<file path="src/rtl/data_mem_pkg.sv">
// Shared defaults and types for the RV32 data memory.
// Imported by data_memory and data_mem_lane_merge.
package data_mem_pkg;

    localparam int ADDR_W_DEF = 6;
    localparam int DATA_W_DEF = 32;
    localparam int LANES_DEF  = DATA_W_DEF / 8;

    typedef logic [DATA_W_DEF-1:0] word_t;

endpackage

</file>
<file path="src/rtl/data_mem_lane_merge.sv">
// Combinational byte-lane merge: each lane takes the new byte when its enable
// is set, otherwise it keeps the byte already stored in the word.
module data_mem_lane_merge
    import data_mem_pkg::*;
#(
    parameter int DATA_W = DATA_W_DEF
) (
    input  logic [DATA_W-1:0]   oldWord_i,
    input  logic [DATA_W-1:0]   newWord_i,
    input  logic [DATA_W/8-1:0] laneEn_i,
    output logic [DATA_W-1:0]   merged_o
);

    for (genvar i = 0; i < DATA_W / 8; i++) begin : g_lane
        assign merged_o[8*i +: 8] = laneEn_i[i] ? newWord_i[8*i +: 8] : oldWord_i[8*i +: 8];
    end

endmodule

</file>
<file path="src/rtl/data_memory.sv">
// Word-addressed data memory: synchronous store, combinational load, clear-on-reset.
// Byte-lane writes are enabled by defining DATA_MEM_BYTE_WE_EN (adds the BE port).
module data_memory
    import data_mem_pkg::*;
#(
    parameter int ADDR_W = ADDR_W_DEF,
    parameter int DATA_W = DATA_W_DEF,
    parameter int DEPTH  = 2 ** ADDR_W
) (
    input  logic                clk,
    input  logic                rst,
    input  logic [ADDR_W-1:0]   A,
    input  logic [DATA_W-1:0]   WD,
    input  logic                WE,
`ifdef DATA_MEM_BYTE_WE_EN
    input  logic [DATA_W/8-1:0] BE,
`endif
    output logic [DATA_W-1:0]   RD
);

    logic [DATA_W-1:0] mem_q [DEPTH];
    logic              inRange;
    logic [DATA_W-1:0] curWord;
    logic [DATA_W-1:0] nextWord_d;

    // A full-depth memory has no out-of-range addresses to filter.
    if (DEPTH == (1 << ADDR_W)) begin : g_fullRange
        assign inRange = 1'b1;
    end else begin : g_partialRange
        assign inRange = (int'(A) < DEPTH);
    end

    always_comb begin
        curWord = '0;
        if (inRange) begin
            curWord = mem_q[A];
        end
    end

    assign RD = curWord;

`ifdef DATA_MEM_BYTE_WE_EN
    data_mem_lane_merge #(
        .DATA_W(DATA_W)
    ) u_laneMerge (
        .oldWord_i(curWord),
        .newWord_i(WD),
        .laneEn_i (BE),
        .merged_o (nextWord_d)
    );
`else
    assign nextWord_d = WD;
`endif

    // Reset clears every word and overrides any store issued in the same cycle.
    always_ff @(posedge clk) begin
        if (rst) begin
            for (int i = 0; i < DEPTH; i++) begin
                mem_q[i] <= '0;
            end
        end else if (WE && inRange) begin
            mem_q[A] <= nextWord_d;
        end
    end

endmodule

</file>
<file path="config.mk">
export PLATFORM = sky130hd
export DESIGN_NAME = data_memory
export DESIGN_NICKNAME = d
export VERILOG_FILES = /design/src/rtl/data_mem_pkg.sv /design/src/rtl/data_mem_lane_merge.sv /design/src/rtl/data_memory.sv
export SDC_FILE = /design/constraint.sdc
export NUM_CORES = 2
export LEC_CHECK = 0
export CELL_PAD_IN_SITES_DETAIL_PLACEMENT = 0
export CELL_PAD_IN_SITES_GLOBAL_PLACEMENT = 2
export CORE_MARGIN = 2
export CORE_UTILIZATION = 49
export CTS_CLUSTER_DIAMETER = 120
export DETAILED_ROUTE_END_ITERATION = 10
export PLACE_DENSITY_LB_ADDON = 0.15
export SYNTH_ARGS = -nofsm -noshare
export SYNTH_HDL_FRONTEND = slang
export SYNTH_SLANG_ARGS = --single-unit
</file>
<file path="constraint.sdc">
create_clock -name clk -period 5.2 [get_ports clk]
set_input_delay 1.04 -clock clk [delete_from_list [all_inputs] [get_ports clk]]
set_output_delay 1.04 -clock clk [all_outputs]
set_load 0.02 [all_outputs]
</file>
# After elaboration in Yosys (flattened, before gate mapping)
# Memory sizes are Yosys's and may differ from the RTL's.
# Index checks and enable logic that the tools add are counted.
dict set report word_totals {
  latch_bits 0
  out_inout_bits 32
  word_cells 10
  regBits 0
  memories 1
  in_bits 41
  ramBits 2048
  romBits 0
}
# memory words width read_ports rd_ports_with_merged_regs wr line_no
set mem_list {}
lappend mem_list {mem_q 64 32 1 0 64 data_memory.sv:21} ;# logic [DATA_W-1:0] mem_q [DEPTH];
dict set report op_classes {
  eq_ne 0
  n_mul 0
  n_div 0
  reduce_logical 1
  muxes 8
  n_bitwise 0
  n_shift 0
  n_addsub 0
  magnitude_cmp 0
}
# op count
set ops {}
lappend ops {{$mux W32} 1}
lappend ops {{$reduce_or A32 Y1} 1}
lappend ops {{$mux W1} 6}
lappend ops {{$mux W6} 1}

# Longest topological paths before layout
dict set report logic_depth {
  depth_word 5
  mapped_depth 11
  depth_no_buf 6
}

# Worst setup path before layout
# No wires, ideal clock.
dict set report synth_path {
  kind {in2out}
  start {input port A[2]}
  end {output port RD[1]}
  n_path_buf 5
  t_required_ps 4160
  t_arrival_ps 2977
  slack_ps 1183
  path_stages 9
  cell_sequence {buf_6 -> buf_6 -> buf_6 -> buf_2 -> buf_1 -> mux4_2 -> mux2i_1 -> o22ai_1 -> or4_1}
}
dict set report synth_via {
  elab_chain_cells 1
}
# element line_no
set synth_rtl {}
lappend synth_rtl {{start: declaration} data_memory.sv:12} ;# input logic [ADDR_W-1:0] A,
lappend synth_rtl {{$mem_v2 Z64 W32} --}
lappend synth_rtl {{end: declaration} data_memory.sv:18} ;# output logic [DATA_W-1:0] RD
# Every way passes these cells.

# Worst setup path after layout
dict set report layout_path {
  start {input port A[1]}
  end {output port RD[4]}
}
# Same word-level chain as after synthesis.

==> results.toml <==
[status]
run_status = "complete, but fails checks"
violations = "setup timing"

[drt]
vias = 60330
via_per_inst = 6.17
drt_first_pass_iters = 5
ant_nets = 0
drt_iter0_drc = 7476
drc = 0
wirelength_um = 320000
drt-wirelength-per-cell_um = 32.7

[worst_setup_path]
cp.arrival_ns = 4.29
crit_buf_inv = 3
crit_path_end = "RD[4]"
worstPathMaxFanout = 19
path_delay_family = "compound AO/OA/AOI/OAI gates"
worstSetupStartpointType = "input pin"
cp_slowest_cell = "a21oi_1"
worst-setup-path-type = "in2out"
worst_setup_path_end_kind = "output pin"
cp.depth = 9
required_ns = 4.16
worst_path_largest_cell_delay_ns = 0.73
cpMostUsedCell = "a21oi_1"
cp_cell_sequence = "buf_8 > buf_12 > mux2_2 > a221oi_1 > a21oi_1 > a21oi_1 > o21ai_0 > or4_1 > buf_4"
cp-startpoint = "A[1]"

[clock_tree]
root_buffer = "clkbuf_16"
cts_buffers = 216
cts_tree = "built"
cts.sinks = 2048
clockBufferDepth = 3
htreeDepth = 4
clk_pin_slew_ns = 0.07
cts_setup_buffers = 0

[sta]
fin_ws_ns = -0.129
hold_violations = 0
rsz0062_at_grt = "false"
relSlewSlack_pct = 21.5
period_share_pct = 102
min_period_ns = 5.33
fmax_ghz = 0.188
finalMaxSlewViolations = 0
finalSetupViolations = 2
setup_tns_ns = -0.143
tightest_slew_ns = 1.18

[logic_synthesis]
syn_nets = 7011
synth_edf_count = 2048
netlist_instances = 6970
ys_ff_latch = 2048
synth_seq_area_share_pct = 66.3
synth_area_mm2 = 0.0928
async_flop_share_pct = 0
synth-main-ff-cell = "edfxtp_1"
ys_warn_count = 0
postSynthAreaPerCell_um2 = 13.3
ys_types = 57

[min_path]
hp-class = "in2reg"

[power]
swShare_pct = 24.2
p_seq_share_pct = 50.7
switchingPower_mw = 9.17
totalPowerFinal_mw = 37.9
p_int_mw = 28.8
pwr-share-clk_pct = 40.4
p_comb_share_pct = 9.0
ir_worst_vdd_mv = 0.263
power_density_mw_per_mm2 = 357
power.static_leakage_nw = 37.3

[finish]
n_fill_cell = 15220
largest_register = "mem_q"
largestRegisters = "mem_q: 2048 flops"
fin_nets = 7114
layout_commonest_cell = "and2_1"
drive_gt1_share_pct = 17.5
largest_register_ffs = 2048
layoutNonFillerInstCount = 9781
final_util_pct = 56.5
area_growth_pct = 14.4
mostFrequentLayoutCells = "2049 x and2_1, 2048 x edfxtp_1, 518 x buf_4"

[floorplanning]
die_area_mm2 = 0.193
num_rows = 159
die_width_um = 439
chipHeight_um = 439
io_pins = 73
start_util_pct = 49.4
core_mm2 = 0.188

[grt]
grt_overflow_total = 0
grt_pass1_vias = 58899
grt_antenna_before_repair = 33
grt_use_total_pct = 33.1
grt_start_max_net_pins = 65
grt_pass1_wl_um = 452000

[placement]
dp_hpwl_um = 203000
gp_congestion = 0.937
port_buffers = 72
place_inst = 9350

[job]
drv_cap = 0
power groups by stage:
| stage | clock, mW | combinational [mW] | sequential (mW) |
|---|---|---|---|
| after floorplan | 0 | 1.57 | 19.5 |
| after global placement | 0 | 3.35 | 19.5 |
| after detailed placement | 0 | 3.36 | 19.6 |
| after CTS | 15.4 | 3.37 | 19.2 |
| after global routing | 16.1 | 3.52 | 19.3 |
| final | 15.3 | 3.41 | 19.2 |
cell families (layout without fill, tap and decap cells):
kind of cell / count (synthesis) / after routing / share of synthesized area [%]
muxes: 287 / 287 / 3.69
other: 0 / 22 / 0
and+or+nand+nor: 2536 / 2536 / 16.4
AOI/OAI and AO/OA: 1326 / 1326 / 10.3
DFF: 2048 / 2048 / 66.3
buffers and inverters: 773 / 1067 / 3.41
worst min-delay path by stage:
stage / from / to / slack (ns) / cells past startpoint
final: WD[2] / mem_q[28][2]$_SDFFCE_PN0P_ / 0.56 / 2
after global routing: WD[2] / mem_q[28][2]$_SDFFCE_PN0P_ / 0.54 / 2
after detailed placement: WD[2] / mem_q[28][2]$_SDFFCE_PN0P_ / 1.43 / 2
after CTS: WD[2] / mem_q[28][2]$_SDFFCE_PN0P_ / 0.50 / 2
after global placement: WD[2] / mem_q[28][2]$_SDFFCE_PN0P_ / 1.43 / 2
after floorplan: WD[31] / mem_q[2][31]$_SDFFCE_PN0P_ / 1.50 / 2
Yosys cell counts, drive strengths merged, types with 3 or more instances:
master / number / area [um2]
mux4: 34 / 766
nand3b: 3 / 22.5
a22oi: 374 / 2810
o22ai: 162 / 1010
nor3b: 3 / 27.5
buf: 204 / 1030
nand3: 7 / 35.0
a211oi: 26 / 195
o2bb2ai: 4 / 35.0
o31ai: 13 / 97.6
o211ai: 40 / 300
and2: 2051 / 12800
and3: 5 / 31.3
o21ai: 172 / 861
nor3: 43 / 215
inv: 3 / 11.3
nor2b: 6 / 37.5
clkbuf: 566 / 2120
o221ai: 18 / 158
nand2: 80 / 300
nor2: 198 / 788
or2: 83 / 519
mux2i: 152 / 1520
or3: 16 / 100
mux2: 101 / 1140
nand2b: 4 / 25.0
o2111ai: 3 / 26.3
a22o: 21 / 184
or4: 16 / 120
a21oi: 136 / 681
edfxtp: 2048 / 61500
a221oi: 293 / 2580
a221o: 41 / 410
a31oi: 8 / 50.1
o32ai: 3 / 26.3
nor4: 16 / 100
metrics by stage:
step | setup slack (ns) | cell area (um2) | hold WS [ns]
2_1_floorplan | 1.18 | 92800 | 1.50
3_3_place_gp | -0.311 | 99100 | 1.43
3_5_place_dp | -0.329 | 99100 | 1.43
4_1_cts | 0.000941 | 106000 | 0.503
5_1_grt | 0.00346 | 106000 | 0.543
6_report | -0.129 | 106000 | 0.564
layer usage:
layer | GRT usage [%] | up-vias | wire, um
li1 | - | 26018 | -
met1 | 46.7 | 31131 | 133000
met2 | 51.1 | 2697 | 148000
met3 | 6.35 | 474 | 27300
met4 | 11.9 | 10 | 12100
met5 | 0 | - | 69
layout make-up:
type / count / area (um2) / share of cell area (%)
tap: 2495 / 3120 / 2.94
multi-input combinational: 4149 / 28400 / 26.8
sequential: 2048 / 61500 / 57.9
clock buffer: 268 / 5730 / 5.39
clock inverter: 141 / 1200 / 1.13
timing repair buffer: 655 / 6130 / 5.78
inverter: 3 / 18.8 / 0.0177
antenna: 22 / 55.1 / 0.0518
repair_timing:
item,4_1_cts,5_1_grt
hold buffers,0,0
setup endpoints to repair,13,17
pin swaps,0,0
resized for setup,13,15
Note: power is estimated with default switching activity, not from simulation.
